[src/rtl/adpll_pi_filter.sv]
// adpll_pi_filter: proportional-integral loop filter between the ADPLL phase
// detector and the DCO control-code input. Power-of-two gains, saturating
// anti-windup integrator with fractional bits, saturating output, and a lock
// detector with hysteresis that selects acquisition or tracking gains.
// Optional feature: define ADPLL_GEAR_SHIFT_EN to enable the ACQUIRE/TRACK
// gear shift; otherwise the tracking gain set is used permanently.
module adpll_pi_filter #(
    parameter int unsigned ERROR_WIDTH   = 8,
    parameter int unsigned DCO_CC_WIDTH  = 9,
    parameter int unsigned FRAC_WIDTH    = 3,
    parameter int unsigned KP_SHIFT_ACQ  = 0,
    parameter int unsigned KI_SHIFT_ACQ  = 1,
    parameter int unsigned KP_SHIFT_TRK  = 1,
    parameter int unsigned KI_SHIFT_TRK  = 3,
    parameter int unsigned LOCK_THRESH   = 2,
    parameter int unsigned UNLOCK_THRESH = 8,
    parameter int unsigned LOCK_COUNT    = 16
) (
    input  logic                           gen_clk_i,
    input  logic                           reset_n_i,
    input  logic signed [ERROR_WIDTH-1:0]  error_i,
    input  logic                           error_valid_i,
    input  logic                           int_hold_i,
    input  logic                           int_clear_i,
    output logic signed [DCO_CC_WIDTH-1:0] dco_cc_o,
    output logic                           dco_valid_o,
    output logic                           lock_o,
    output logic                           track_o
);

    localparam int unsigned ACC_WIDTH   = DCO_CC_WIDTH + FRAC_WIDTH;
    localparam int unsigned PROP_WIDTH  = DCO_CC_WIDTH + 1;
    localparam int unsigned SUM_WIDTH   = DCO_CC_WIDTH + 2;
    localparam int unsigned MAG_WIDTH   = ERROR_WIDTH + 1;
    localparam int unsigned CNT_WIDTH   = $clog2(LOCK_COUNT + 1);
    localparam int unsigned SHIFT_WIDTH = 5;

`ifdef ADPLL_GEAR_SHIFT_EN
    localparam bit GEAR_EN = 1'b1;
`else
    localparam bit GEAR_EN = 1'b0;
`endif

    // Saturation bounds, one bit wider than the stored value so sums never wrap
    localparam logic signed [ACC_WIDTH:0] ACC_MAX = {2'b00, {(ACC_WIDTH-1){1'b1}}};
    localparam logic signed [ACC_WIDTH:0] ACC_MIN = {2'b11, {(ACC_WIDTH-1){1'b0}}};
    localparam logic signed [SUM_WIDTH-1:0] OUT_MAX = {3'b000, {(DCO_CC_WIDTH-1){1'b1}}};
    localparam logic signed [SUM_WIDTH-1:0] OUT_MIN = {3'b111, {(DCO_CC_WIDTH-1){1'b0}}};

    typedef enum logic {
        ACQUIRE = 1'b0,
        TRACK   = 1'b1
    } state_t;

    state_t                         state;
    logic signed [ACC_WIDTH-1:0]    acc;
    logic signed [PROP_WIDTH-1:0]   prop_r;
    logic [CNT_WIDTH-1:0]           cnt;
    logic                           valid_s1;

    logic [SHIFT_WIDTH-1:0]         kp_shift;
    logic [SHIFT_WIDTH-1:0]         ki_shift;
    logic signed [ERROR_WIDTH-1:0]  err_prop;
    logic signed [PROP_WIDTH-1:0]   prop_next;
    logic signed [ACC_WIDTH-1:0]    err_acc;
    logic signed [ACC_WIDTH-1:0]    err_scaled;
    logic signed [ACC_WIDTH-1:0]    inc;
    logic signed [ACC_WIDTH:0]      acc_sum;
    logic signed [ACC_WIDTH-1:0]    acc_next;
    logic signed [ACC_WIDTH-1:0]    acc_int;
    logic signed [SUM_WIDTH-1:0]    out_sum;
    logic signed [DCO_CC_WIDTH-1:0] dco_next;
    logic signed [MAG_WIDTH-1:0]    err_ext;
    logic [MAG_WIDTH-1:0]           mag;
    logic                           mag_in_lock;
    logic                           mag_unlock;
    logic [CNT_WIDTH-1:0]           cnt_next;
    logic                           cnt_full_next;

    // Gain selection from the current gear
    always_comb begin
        kp_shift = SHIFT_WIDTH'(KP_SHIFT_TRK);
        ki_shift = SHIFT_WIDTH'(KI_SHIFT_TRK);
        if (GEAR_EN && (state == ACQUIRE)) begin
            kp_shift = SHIFT_WIDTH'(KP_SHIFT_ACQ);
            ki_shift = SHIFT_WIDTH'(KI_SHIFT_ACQ);
        end
    end

    // Stage-1 datapath: proportional term and clamped integrator update
    always_comb begin
        err_prop   = error_i >>> kp_shift;
        prop_next  = PROP_WIDTH'(err_prop);
        err_acc    = ACC_WIDTH'(error_i);
        err_scaled = err_acc <<< FRAC_WIDTH;
        inc        = err_scaled >>> ki_shift;
        acc_sum    = (ACC_WIDTH+1)'(acc) + (ACC_WIDTH+1)'(inc);
        if (acc_sum > ACC_MAX) begin
            acc_next = ACC_MAX[ACC_WIDTH-1:0];
        end else if (acc_sum < ACC_MIN) begin
            acc_next = ACC_MIN[ACC_WIDTH-1:0];
        end else begin
            acc_next = acc_sum[ACC_WIDTH-1:0];
        end
    end

    // Stage-2 datapath: integer part of the integrator plus proportional term
    always_comb begin
        acc_int = acc >>> FRAC_WIDTH;
        out_sum = SUM_WIDTH'(acc_int) + SUM_WIDTH'(prop_r);
        if (out_sum > OUT_MAX) begin
            dco_next = OUT_MAX[DCO_CC_WIDTH-1:0];
        end else if (out_sum < OUT_MIN) begin
            dco_next = OUT_MIN[DCO_CC_WIDTH-1:0];
        end else begin
            dco_next = out_sum[DCO_CC_WIDTH-1:0];
        end
    end

    // Lock-detector magnitude and saturating in-lock counter
    always_comb begin
        err_ext       = MAG_WIDTH'(error_i);
        mag           = err_ext[MAG_WIDTH-1] ? MAG_WIDTH'(-err_ext) : MAG_WIDTH'(err_ext);
        mag_in_lock   = (32'(mag) <= LOCK_THRESH);
        mag_unlock    = (32'(mag) > UNLOCK_THRESH);
        cnt_next      = '0;
        if (mag_in_lock) begin
            cnt_next = (cnt == CNT_WIDTH'(LOCK_COUNT)) ? cnt : cnt + CNT_WIDTH'(1);
        end
        cnt_full_next = (cnt_next == CNT_WIDTH'(LOCK_COUNT));
    end

    // Integrator (clear > hold > update) and proportional register
    always_ff @(posedge gen_clk_i or negedge reset_n_i) begin
        if (!reset_n_i) begin
            acc    <= '0;
            prop_r <= '0;
        end else begin
            if (int_clear_i) begin
                acc <= '0;
            end else if (!int_hold_i && error_valid_i) begin
                acc <= acc_next;
            end
            if (error_valid_i) begin
                prop_r <= prop_next;
            end
        end
    end

    // Output stage: one cycle behind the integrator update
    always_ff @(posedge gen_clk_i or negedge reset_n_i) begin
        if (!reset_n_i) begin
            valid_s1    <= 1'b0;
            dco_valid_o <= 1'b0;
            dco_cc_o    <= '0;
        end else begin
            valid_s1    <= error_valid_i;
            dco_valid_o <= valid_s1;
            if (valid_s1) begin
                dco_cc_o <= dco_next;
            end
        end
    end

    // Lock detector and gear-shift FSM with hysteresis
    always_ff @(posedge gen_clk_i or negedge reset_n_i) begin
        if (!reset_n_i) begin
            state   <= ACQUIRE;
            track_o <= 1'b0;
            cnt     <= '0;
            lock_o  <= 1'b0;
        end else begin
            if (error_valid_i) begin
                cnt    <= cnt_next;
                lock_o <= cnt_full_next;
            end
            if (!GEAR_EN) begin
                state   <= TRACK;
                track_o <= 1'b1;
            end else if (error_valid_i) begin
                if (state == ACQUIRE) begin
                    if (cnt_full_next) begin
                        state   <= TRACK;
                        track_o <= 1'b1;
                    end
                end else begin
                    if (mag_unlock) begin
                        state   <= ACQUIRE;
                        track_o <= 1'b0;
                    end
                end
            end
        end
    end

endmodule

[config.mk]
export PLATFORM = sky130hd
export DESIGN_NAME = adpll_pi_filter
export DESIGN_NICKNAME = d
export VERILOG_FILES = /design/src/rtl/adpll_pi_filter.sv
export SDC_FILE = /design/constraint.sdc
export NUM_CORES = 1
export LEC_CHECK = 0
export CAP_MARGIN = 40
export CELL_PAD_IN_SITES_DETAIL_PLACEMENT = 2
export CELL_PAD_IN_SITES_GLOBAL_PLACEMENT = 2
export CORE_ASPECT_RATIO = 0.5
export CORE_UTILIZATION = 37
export CTS_CLUSTER_SIZE = 12
export DETAILED_ROUTE_END_ITERATION = 16
export HOLD_SLACK_MARGIN = 0.02
export PLACE_DENSITY_LB_ADDON = 0.2
export SKIP_LAST_GASP = 1
export SLEW_MARGIN = 5
export SYNTH_ARGS = -nofsm -noshare
export SYNTH_HDL_FRONTEND = slang
export SYNTH_SLANG_ARGS = --single-unit
[constraint.sdc]
create_clock -name gen_clk_i -period 3.2 [get_ports gen_clk_i]
set_input_delay 0.32 -clock gen_clk_i [delete_from_list [all_inputs] [get_ports gen_clk_i]]
set_output_delay 0.32 -clock gen_clk_i [all_outputs]
set_load 0.05 [all_outputs]
# Yosys cells after proc, flatten, opt, wreduce, memory -nomap -nowiden
# Cells that the tools add are included.
[classes]
mux = 9
add_sub_neg = 4
reduce_logical = 3
eq_ne = 2
n_lt_le_gt_ge = 5
[ops]
columns = ["cell", "n"]
rows = [
  ["two-way mux 12 bit", 4],
  ["two-way mux 9 bit", 3],
  ["adder 12 x 8 -> 13 bit", 1],
  ["> comparator 13 x 12 -> 1 bit, second input constant", 1],
  ["< comparator 13 x 12 -> 1 bit, second input constant", 1],
  ["adder 9 x 7 -> 10 bit", 1],
  ["equality test 5 bit, second input constant", 2],
  ["> comparator 10 x 9 -> 1 bit, second input constant", 1],
  ["< comparator 10 x 9 -> 1 bit, second input constant", 1],
  ["two-way mux 5 bit", 2],
  ["<= comparator 9 x 2 -> 1 bit, second input constant", 1],
  ["negation 8 -> 9 bit", 1],
  ["adder 5 x 1 -> 5 bit, second input constant", 1],
  ["nonzero test 2 bit", 1],
  ["logical AND 1 bit", 1],
  ["logical NOT 1 bit", 1],
]
[word_totals]
out_inout_bits = 12
regBits = 37

# Logic depth before layout (Yosys ltp)
# Gate-level depths: netlist (run 1).
[logic_depth]
word_depth = 6
depth_mapped = 9
ltp_nobuf = 9

# Worst setup path before layout (run 1)
# No wires, ideal clock.
[synth_path]
kind = "flip-flop to flip-flop"
start = "register acc[3]"
end = "register dco_cc_o[0]"
arrival_ns = 2.180
n_path_buf = 0
setup_slack_ns = 0.920
synth_period_minus_slack_ns = 2.280
stages_incl_launch_ff = 9
path_cell_list = "dfrtp_1 > ha_1 > fa_1 > a211oi_1 > o21ai_1 > a21oi_1 > mux2i_1 > nor2_1 > a311oi_1"
[synth_via]
elab_chain_cells = 4
[synth_rtl]
columns = ["element", "line", "text"]
rows = [
  ["start, declared", "56", "logic signed [ACC_WIDTH-1:0] acc;"],
  ["start signal, assigned", "142", "acc <= acc_next;"],
  ["adder 9 x 7 -> 10 bit (*)", "110", "out_sum = SUM_WIDTH'(acc_int) + SUM_WIDTH'(prop_r);"],
  ["< comparator 10 x 9 -> 1 bit", "113", "end else if (out_sum < OUT_MIN) begin"],
  ["two-way mux 9 bit", "113", ""],
  ["two-way mux 9 bit (*)", "111", "if (out_sum > OUT_MAX) begin"],
  ["end signal, assigned", "160", "dco_cc_o <= dco_next;"],
  ["end, declared", "25", "output logic signed [DCO_CC_WIDTH-1:0] dco_cc_o,"],
]
# Mark *: on every way between the ends. The rest lies on a longest branch, timed or not.
# A chain may end at the register's enable or synchronous reset.

# Worst setup path in the final report (run 1)
[layout_path]
start = "register acc[3]"
end = "register dco_cc_o[1]"
# Same word-level chain as after synthesis.

==> flow_summary.ini, run 1 <==
[cells_and_area]
diodes = 0
final_cell_mix = dfrtp_1, ha_1, clkdlybuf4s50_1
fillers = 727
syn2layout_area_growth_pct = 20.3
layout_commonest_cell = dfrtp_1
nets = 344
layoutNonFillerInstCount = 397
layout-drive-gt1-share_pct = 10.8

[clock_network]
cts_sinks = 37
post_cts_resized = 0
cts_tree = yes
cts-root-buf = clkbuf_16
numCtsBuffers = 5
clkTransAtPathRegs_ps = 60
cts.path.max_buffers = 2
cts_setup_buffers = 0
h-tree-depth = 2
clkLatencyLatePin_ps = 280

[floorplanning]
start_util_pct = 39.0
dieWidth_microns = 121
die_area_sq_mm = 0.00750
rows = 21
core_sq_mm = 0.00678
io_pins = 25
die_h_microns = 61.7

[global_routing]
grt_usage_pct = 24.8
grt_pass1_vias = 2567
grt_pass1_wl_microns = 13900
grt_max_degree = 20
antenna_found_initial = 0
overflow = 0

[power]
p_leak_nw = 1.36
ir_drop_mv = 0.241
p_per_area_mw_per_mm2 = 634
p_total_mw = 2.02

[yosys]
synth_edf_count = 0
synth_nets = 310
synthArstFlopShare_pct = 100
seq_area_frac_synth_pct = 35.1
syn_inst = 271
synth_area_sq_mm = 0.00264
synth-seq-cells = 37
postSynthAreaPerCell_sq_um = 9.75
ys_warn_count = 0
ys_types = 56
ys.flop_type = dfrtp_1

[placed_design]
dp_hpwl_microns = 6400
place.gp.congestion = 0.820
place_ws_ps = 107
numPlacedInstances = 389
portBuffers = 24

[routing]
wl_per_cell_microns = 21.7
via_per_inst = 5.84
firstDrtPassIters = 4
finalWirelength_microns = 8630
routed-via-count = 2320
drt-initial-drc-count = 79
ant_nets = 0
drc = 0

[sta]
fin_tns_setup_ps = 0
slew_headroom_pct = 36.5
tightest_slew_ps = 953
period_minus_slack_ps = 2920
finalHoldViolCount = 0
final-setup-viol-count = 0
finClkSkew_ps = 3.24
slew_violations = 0
fmax_mhz = 342
fin_crit_sh_pct = 91.3
rsz0062_at_grt = no
setup_ws_ps = 278

[setup_path]
worst-setup-path-type = reg2reg
end_kind = flip-flop
arrival_ps = 3100
critPathMaxFanout = 4
start_kind = flip-flop
cp.required_ps = 3380

[worst_hold_path]
min_path_type = reg2reg

[job]
cap_violations = 0

[outcome]
status = complete, no violations
flip-flops by register name (all words and copies together), names as in the netlist:
name,flops
acc,12
dco_cc_o,9
prop_r,7
cnt,5
dco_valid_o,1
lock_o,1
track_o,1
valid_s1,1
critical path, stage by stage, from the launching register on:
cell      delay (ps)
dfrtp_1          430
ha_1             270
fa_1             440
a211oi_1         470
o21ai_1          220
a21oi_1          220
mux2i_1          300
nor2_1           150
a311oi_1         320
power by group:
part	switching [mW]	total, mW	internal [mW]
Combinational	0.549	0.899	0.350
Sequential	0.0753	0.624	0.548
Clock	0.187	0.493	0.306
metal layers:
metal	wire (microns)	global-route usage (%)	up-vias	share of wire, %
met5	0	0	-	0
met4	161	7.94	0	1.9
li1	-	-	1086	-
met3	170	3.65	17	2.0
met2	4270	45.8	35	49
met1	4030	30.8	1182	47
per-stage QoR:
stage	util [%]	hold WS [ps]	instance area [sq um]
after detailed placement	44.6	311	3030
after global placement	44.2	467	3000
after floorplan	-	24.4	2640
after CTS	46.9	520	3180
after global routing	46.9	536	3180
final	46.9	519	3180
path summary, 6_finish.rpt:
| check | start | slack, ps | to | cells after the start |
|---|---|---|---|---|
| min in group asynchronous | reset_n_i | 560 | dco_cc_o[7] | 2 |
| max in group asynchronous | reset_n_i | 2180 | cnt[4] | 3 |
| hold reg to reg | acc[2] | 520 | acc[2] | 1 |
| setup / recovery | acc[3] | 280 | dco_cc_o[1] | 8 |
| setup reg to reg | acc[3] | 280 | dco_cc_o[1] | 8 |
| hold / removal | acc[2] | 520 | acc[2] | 1 |
cell type report:
type / count / area, sq um / area share (%)
well taps: 92 / 115 / 3.62
repair buffers: 32 / 318 / 10.0
clock buffers: 7 / 143 / 4.49
inverters: 15 / 56.3 / 1.77
flip-flops and latches: 37 / 926 / 29.1
multi-input cells: 214 / 1620 / 51.0
synth_stat cells, drive strengths merged, types with 4 or more instances:
master,count,area [sq um]
a311oi,5,43.8
nor3b,4,35.0
o21bai,4,30.0
inv,15,56.3
nand3,6,30.0
o21ai,23,115
xor2,6,52.6
mux2,8,90.1
o211ai,4,30.0
ha,24,300
o21a,4,30.0
a21oi,17,85.1
nand2,17,63.8
nor2,16,60.1
a221o,10,100
nor3,7,50.1
xnor2,11,96.3
dfrtp,37,926
cells by family after synthesis:
kind of cell	share of synthesized area [%]
AOI/OAI and AO/OA	22.7
and+or+nand+nor	15.1
DFF	35.1
adders and majority gates	13.3
buffers and inverters	3.60
xor gates and xnor gates	5.64
muxes	4.55
other	0.142
repair_timing:
| item | 4_1_cts | 5_1_grt |
|---|---|---|
| hold buffers | 1 | 0 |
| endpoints found under the setup margin | 0 | 0 |
| hold endpoints to repair | 18 | 0 |
Power figures use the tool's default switching activity.
==> inputs of run 2 (changes only) <==
- CORE_MARGIN: unset -> 3
==> run 2 against run 1 <==
Effect of this change:
- via count shrank 2.3%
- non-clock buffer count shrank 1
- utilization shrank 0.62 points
- clock-buffer cell count is the same
- first-iteration DRC count grew 19%
- critical endpoint is now dco_cc_o[0]
- largest power group unchanged
- highest routed layer unchanged
==> flow_summary.ini, run 2 (synthesis results as in run 1) <==
[outcome]
status = complete, no violations

[clock_network]
cts_setup_buffers = 0
h-tree-depth = 2
clkLatencyLatePin_ps = 280
numCtsBuffers = 5
cts-root-buf = clkbuf_16
cts_sinks = 37
cts.path.max_buffers = 2
holdBufCountCts = 0
clkTransAtPathRegs_ps = 50
post_cts_resized = 0
cts_tree = yes

[placed_design]
place.gp.congestion = 0.809
portBuffers = 24
dp_hpwl_microns = 6020

[cells_and_area]
diodes = 0
nets = 343
layout-drive-gt1-share_pct = 10.9
largest_reg_flops = 12
reg.largest.list = acc: 12 flops, dco_cc_o: 9 flops, prop_r: 7 flops
max_flop_register = acc
final_cell_mix = dfrtp_1, ha_1, clkdlybuf4s50_1
syn2layout_area_growth_pct = 19.2
layout_commonest_cell = dfrtp_1
fillers = 715

[power]
p_leak_nw = 1.35
ir_drop_mv = 0.221
p_per_area_mw_per_mm2 = 632

[sta]
fin_crit_sh_pct = 87.2
fin_tns_setup_ps = 0
finClkSkew_ps = 2.50
final-setup-viol-count = 0
holdWs_ps = 147
slew_headroom_pct = 43.2
rsz0062_at_grt = no
finalHoldViolCount = 0
fmax_mhz = 358
slew_violations = 0
period_minus_slack_ps = 2790
tightest_slew_ps = 852

[floorplanning]
core_sq_mm = 0.00681
dieWidth_microns = 125
die_area_sq_mm = 0.00825
start_util_pct = 38.8
rows = 21
io_pins = 25
die_h_microns = 65.7

[global_routing]
antenna_found_initial = 0
grt_max_degree = 38
overflow = 0
grt_usage_pct = 20.2
grt_pass1_vias = 2374
grt_pass1_wl_microns = 13100

[setup_path]
end_kind = flip-flop
arrival_ps = 2970
cp.depth = 8
cp_slowest_cell = fa_1
critPathMaxFanout = 5
cp_cell_sequence = ha_1 -> fa_1 -> a211oi_1 -> o21ai_1 -> and2_1 -> a31oi_1 -> nor2_1 -> a311oi_1
worst-r2r-cell-count = 8
worst-setup-path-type = reg2reg
crit_family = compound AO/OA/AOI/OAI gates
cpPeakStageDelay_ps = 440
crit_buf_inv = 0
start_kind = flip-flop
cp.required_ps = 3380

[routing]
wl_per_cell_microns = 20.2
finalWirelength_microns = 7990
routed-via-count = 2267
firstDrtPassIters = 4
drc = 0
drt-initial-drc-count = 94
via_per_inst = 5.72
ant_nets = 0

[job]
cap_violations = 0

[worst_hold_path]
min_path_type = in2async
run 2: cell count changes in the layout (fill, tap and decap cells not counted), sizes merged:
cell         change
dlygate4sd3      -1
run 2: final timing paths:
| check | startpoint | end | slack, ps |
|---|---|---|---|
| setup reg to reg | acc[3] | dco_cc_o[0] | 410 |
| hold / removal | reset_n_i | track_o | 150 |
| hold reg to reg | dco_cc_o[4] | dco_cc_o[4] | 510 |
| setup / recovery | acc[3] | dco_cc_o[0] | 410 |
| min in group gen_clk_i | dco_cc_o[4] | dco_cc_o[4] | 510 |
| max in group asynchronous | reset_n_i | prop_r[5] | 2510 |
run 2: power breakdown:
part           internal [mW]  total [mW]  leakage [nW]  switching, mW
Combinational          0.345       0.884         0.817          0.539
Sequential             0.548       0.619         0.465         0.0706
Clock                  0.306       0.487        0.0700          0.182
Total                   1.20        1.99          1.35          0.791
run 2: worst reg2reg max path, cell delays in order (launching register included):
cell	delay [ps]
dfrtp_1	420
ha_1	260
fa_1	440
a211oi_1	360
o21ai_1	190
and2_1	190
a31oi_1	360
nor2_1	180
a311oi_1	290
run 2: metrics by stage:
stage	cells	cell area [sq um]	utilization, %	power [mW]	worst slack (ps)
global placement	388	3000	44.1	1.46	311
finish	396	3150	46.3	1.99	408
detailed placement	389	3010	44.2	1.50	123
CTS	396	3150	46.3	2.00	345
floorplan	271	2640	-	1.22	920
global route	396	3150	46.3	2.11	130
run 2: final cells by class:
cell class,count,area [sq um],area share (%)
clock buffer,7,143,4.53
inverter,15,56.3,1.79
multi-input combinational,214,1620,51.5
sequential,37,926,29.4
tap,92,115,3.66
timing repair buffer,31,288,9.14
run 2: layer usage:
layer	GRT usage (%)	wire, microns
met1	27.3	3960
met5	0	0
met2	34.2	3750
met3	3.49	207
met4	4.46	72
==> RTL change 1, RTL diff (flow settings as in run 1) <==
Set the localparam `GEAR_EN` to 1'b1 (it was 1'b0).
--- a/src/rtl/adpll_pi_filter.sv
+++ b/src/rtl/adpll_pi_filter.sv
@@ -38,7 +38,7 @@
 `ifdef ADPLL_GEAR_SHIFT_EN
     localparam bit GEAR_EN = 1'b1;
 `else
-    localparam bit GEAR_EN = 1'b0;
+    localparam bit GEAR_EN = 1'b1;
 `endif
 
     // Saturation bounds, one bit wider than the stored value so sums never wrap
Formal check against the unedited RTL: not equivalent (a bounded check fails within 4 cycles, from zero or initial values and one cycle with reset_n_i low).
==> RTL change 1 against run 1 <==
Final area grew 14%; fmax is 6.1% lower; routed wire length grew 6.8%; synthesized area is 11% higher; largest cell class unchanged; worst setup slack lost 0.19 ns; combinational power increased by 12%; sequential cell count increased by 2; global-route usage shrank 0.43 points; power rose by 8.1%; critical endpoint is now acc[0]; highest routed layer unchanged.
==> RTL change 1: results (changes against run 1) <==
Detailed routing
The met3 routed wirelength was 219 um (was 170 um). The number of DRC markers after the initial detailed-route iteration is 77 (was 79). The total length of routed wires came to 9.22 mm (was 8.63 mm). The via total after detailed routing is 2,602 (was 2,320).

Global routing
The global-route met3 utilization is 4.79% (was 3.65%). The global-route total usage across every layer came to 24.3% (was 24.8%). The met1 routing resource usage after global routing is 30.5% (was 30.8%). The number of global-route vias before repair is 2,934 (was 2,567).

Placed design
The worst slack after detailed placement is -0.251 ns (was 0.107 ns). The total placed cells including tap cells is 453 (was 389).

Cells and area
The area fraction of clock buffers and clock inverters is 4.00% (was 4.49%). The number of inverters outside the clock class in the layout is 14 (was 15). The share of post-route cells with drive strength above 1 came to 17.6% (was 10.8%).

The flip-flop and latch share of the layout cell area came to 27.0% (was 29.1%). The number of nets in the final layout is 395 (was 344). The number of signal-net buffers in the layout is 54 (was 32). Largest registers: acc (12), dco_cc_o (9), prop_r (8) (was acc (12), dco_cc_o (9), prop_r (7)).

The filler cell count in the final layout is 818 (was 727). The area taken by multi-input logic gates is 1840 um2 (was 1620 um2).

Timing
The worst hold slack is 0.461 ns (was 0.519 ns). The worst path setup slack after routing is 0.0872 ns (was 0.278 ns).

Worst setup path
The path depth of the worst reg2reg path is 10 (was 8). The critical path's largest stage delay came to 0.52 ns (was 0.47 ns). The end of the worst register-to-register path is acc[0] (was dco_cc_o[1]).

The maximum fanout along the worst path came to 14 (was 4). The capturing element of the worst setup path is acc[0] (was dco_cc_o[1]). The worst-path cell with the longest stage delay is sky130_fd_sc_hd__dfrtp_2 (was sky130_fd_sc_hd__a211oi_1). The arrival time at the worst endpoint is 3.28 ns (was 3.10 ns).

CTS
The clock net sink count is 39 (was 37).

Synth
Most used standard cells in the synthesized netlist: 39 x sky130_fd_sc_hd__dfrtp_1, 26 x sky130_fd_sc_hd__nand2_1, 24 x sky130_fd_sc_hd__ha_1 (was 37 x sky130_fd_sc_hd__dfrtp_1, 24 x sky130_fd_sc_hd__ha_1, 17 x sky130_fd_sc_hd__a21oi_1, 17 x sky130_fd_sc_hd__nand2_1, 16 x sky130_fd_sc_hd__nor2_1). The number of distinct library cells after synthesis is 58 (was 56). The sequential fraction of the synthesis area was 33.3% (was 35.1%). Dominant cells by area after synthesis: sky130_fd_sc_hd__dfrtp_1 33%, sky130_fd_sc_hd__ha_1 10%, sky130_fd_sc_hd__xnor2_1 3.6%, sky130_fd_sc_hd__nand2_1 3.3%, sky130_fd_sc_hd__a21oi_1 3.2% (was sky130_fd_sc_hd__dfrtp_1 35%, sky130_fd_sc_hd__ha_1 11%, sky130_fd_sc_hd__a221o_1 3.8%, sky130_fd_sc_hd__xnor2_1 3.6%, sky130_fd_sc_hd__mux2_2 3.4%).

Power
The largest voltage drop on the vdd net is 0.000233 V (was 0.000241 V). The combinational logic power was 1010 uW (was 899 uW). The standby leakage power is 0.00166 uW (was 0.00136 uW). The power in the clock group is 507 uW (was 493 uW). The net load switching power was 876 uW (was 811 uW).

Status
Status: complete, no violations (unchanged).

Floorplanning
The tapcell count is 108 (was 92).
==> RTL change 1: changes by cell type after synthesis, sizes merged, moves of 4 or more <==
cell	change
a311oi	-4
nand2	+9
a21o	+8
and2	+4
nor2b	+4
o221a	+7
and3	+5
o21bai	-4
o2111ai	+4
o21ai	-11
nor2	+6
==> RTL change 1: logic make-up after synthesis <==
group | Yosys count | share of synthesized area, %
simple gates | 95 | 16.8
compound gates | 91 | 24.5
flops | 39 | 33.3
fa+ha+maj | 27 | 12.0
buf+inv | 23 | 4.02
xor+xnor | 18 | 5.39
mux | 11 | 4.06
==> RTL change 1: timing repair <==
item / 4_1_cts / 5_1_grt
buffers inserted: 0 / 2
hold buffers: 1 / 0
gates resized for setup: 2 / 2
hold endpoints to repair: 13 / 0
pin swaps: 0 / 2
setup endpoints to repair: 10 / 10
==> RTL change 2, RTL diff (config.mk and constraints of run 1) <==
Without the edit above. Make the reset (`reset_n_i`) synchronous in 3 clocked blocks.
--- a/src/rtl/adpll_pi_filter.sv
+++ b/src/rtl/adpll_pi_filter.sv
@@ -131,7 +131,7 @@
     end
 
     // Integrator (clear > hold > update) and proportional register
-    always_ff @(posedge gen_clk_i or negedge reset_n_i) begin
+    always_ff @(posedge gen_clk_i) begin
         if (!reset_n_i) begin
             acc    <= '0;
             prop_r <= '0;
@@ -148,7 +148,7 @@
     end
 
     // Output stage: one cycle behind the integrator update
-    always_ff @(posedge gen_clk_i or negedge reset_n_i) begin
+    always_ff @(posedge gen_clk_i) begin
         if (!reset_n_i) begin
             valid_s1    <= 1'b0;
             dco_valid_o <= 1'b0;
@@ -163,7 +163,7 @@
     end
 
     // Lock detector and gear-shift FSM with hysteresis
-    always_ff @(posedge gen_clk_i or negedge reset_n_i) begin
+    always_ff @(posedge gen_clk_i) begin
         if (!reset_n_i) begin
             state   <= ACQUIRE;
             track_o <= 1'b0;
Behaviour: differs if reset_n_i is asserted again (counterexample within 4 cycles, from zero or initial values and one cycle with reset_n_i low); with reset_n_i held inactive, the same outputs for 10 cycles.
==> RTL change 2 against run 1 <==
Routed wire length is 6.2% higher; final area is 0.24% higher; die area is 1.3% higher; count of clock-buffer cells in the layout stayed put; synthesized cell count is 15% higher; synthesized area is 1.4% higher; worst setup slack better by 0.088 ns; sequential cell count stayed put; largest cell class unchanged.
Power is not compared: it rests on default switching activity, and its combinational part moved more than twofold at a synthesized area within 25%.
==> RTL change 2: results (changes against run 1) <==
Synth
Most used standard cells in the synthesized netlist: 37 x sky130_fd_sc_hd__dfxtp_1, 24 x sky130_fd_sc_hd__ha_1, 22 x sky130_fd_sc_hd__a21oi_1 (was 37 x sky130_fd_sc_hd__dfrtp_1, 24 x sky130_fd_sc_hd__ha_1, 17 x sky130_fd_sc_hd__a21oi_1, 17 x sky130_fd_sc_hd__nand2_1, 16 x sky130_fd_sc_hd__nor2_1). The net count after synthesis is 350 (was 310). The number of distinct library cells after synthesis is 63 (was 56). Dominant cells by area after synthesis: sky130_fd_sc_hd__dfxtp_1 28%, sky130_fd_sc_hd__ha_1 11%, sky130_fd_sc_hd__a21oi_1 4.1%, sky130_fd_sc_hd__o21ai_0 3.9%, sky130_fd_sc_hd__nor2b_1 3.3% (was sky130_fd_sc_hd__dfrtp_1 35%, sky130_fd_sc_hd__ha_1 11%, sky130_fd_sc_hd__a221o_1 3.8%, sky130_fd_sc_hd__xnor2_1 3.6%, sky130_fd_sc_hd__mux2_2 3.4%). The sequential fraction of the synthesis area came to 27.7% (was 35.1%). The share of flip-flops with an asynchronous set or reset was 0% (was 100%). The leading register cell type out of synthesis is sky130_fd_sc_hd__dfxtp_1 (was sky130_fd_sc_hd__dfrtp_1).

Worst setup path
The arrival time at the worst endpoint is 3.03 ns (was 3.10 ns). The worst-path cell with the longest stage delay is sky130_fd_sc_hd__clkdlybuf4s50_1 (was sky130_fd_sc_hd__a211oi_1). The critical path's largest stage delay is 0.53 ns (was 0.47 ns). The maximum fanout along the worst path is 9 (was 4).

Cells and area
The share of post-route cells with drive strength above 1 came to 8.24% (was 10.8%). The count of antenna diodes in the layout was 0 (unchanged). The filler cell count in the final layout came to 758 (was 727).

The number of nets in the final layout was 379 (was 344). Largest registers: acc (12), dco_cc_o (9), prop_r (7) (unchanged). The area taken by multi-input logic gates is 1860 um2 (was 1620 um2).

CTS
The number of gates resized after CTS is 0 (unchanged). The number of buffers on the longest clock path came to 2 (unchanged). The cell at the root of the clock tree was sky130_fd_sc_hd__clkbuf_16 (unchanged). The TritonCTS buffer count is 5 (unchanged).

Global routing
The global-route total usage across every layer was 26.0% (was 24.8%). The wire length of the first global-routing pass is 15.2 mm (was 13.9 mm). The number of global-route vias before repair is 2,856 (was 2,567). The maximum number of pins on one net before global-route repair is 26 (was 20).

Timing
The final setup skew is 0.00859 ns (was 0.00324 ns). The actual transition at the worst max-transition pin is 0.763 ns (was 0.953 ns).

Detailed routing
The total iterations of the first detailed-routing run was 4 (unchanged). The via total after detailed routing is 2,541 (was 2,320). The number of DRC markers after the initial detailed-route iteration was 108 (was 79). The total length of routed wires is 9.17 mm (was 8.63 mm).

Placed design
The total half-perimeter wirelength after legalization and detailed placement came to 6.78 mm (was 6.40 mm). The number of I/O port buffers is 24 (unchanged). The global placer's final weighted congestion is 0.790 (was 0.820).

Status
Status: complete, no violations (unchanged).

Power
For the clock group, total power comes out at about 500 uW.
RTL change 2: cell types whose count changed after synthesis, sizes merged, moves of 6 or more:
cell | run 1 | this run
a221o | 10 | 1
nor2b | 3 | 14
a211oi | 3 | 9
dfrtp | 37 | 0
o211ai | 4 | 10
dfxtp | 0 | 37
mux2 | 8 | 0
RTL change 2: final timing paths:
path,startpoint,to,slack [ns],cells past startpoint
min reg2reg,dco_cc_o[3],dco_cc_o[3],0.49,2
min,dco_cc_o[3],dco_cc_o[3],0.49,2
max reg2reg,acc[3],dco_cc_o[5],0.55,8
max,error_i[0],acc[7],0.37,10
RTL change 2: metal layers:
metal,up-vias,global-route usage [%],routed length (um)
li1,1214,-,-
met1,1263,32.3,4380
met2,50,45.6,4400
met3,14,5.24,245
met4,0,6.86,137
met5,-,0,0
RTL change 2: per-stage QoR:
stage	cell area, um2	power (uW)	cells	setup slack (ns)	hold slack [ns]
2_1_floorplan	2680	716	311	1.04	0.348
3_3_place_gp	3040	810	425	0.317	0.467
3_5_place_dp	3040	829	425	0.134	0.486
4_1_cts	3190	1320	432	0.375	0.491
5_1_grt	3190	1380	432	0.154	0.530
6_report	3190	1320	432	0.365	0.491
RTL change 2: area by class of cell:
type	instances	area share, %
inverters	12	1.41
clock buffers	7	4.48
multi-input cells	255	58.5
repair buffers	29	8.72
flip-flops and latches	37	23.3
well taps	92	3.61
RTL change 2: cells by family (layout without fill, tap and decap cells):
kind of cell | after synthesis | in the layout | share of synthesized area (%)
AO/OA/AOI/OAI | 112 | 112 | 29.6
XOR/XNOR | 15 | 15 | 4.91
adder cells (fa/ha/maj) | 26 | 26 | 12.7
buffers and inverters | 19 | 48 | 2.71
flip-flops | 37 | 37 | 27.7
multiplexers | 7 | 7 | 2.62
AND/OR/NAND/NOR | 95 | 95 | 19.8
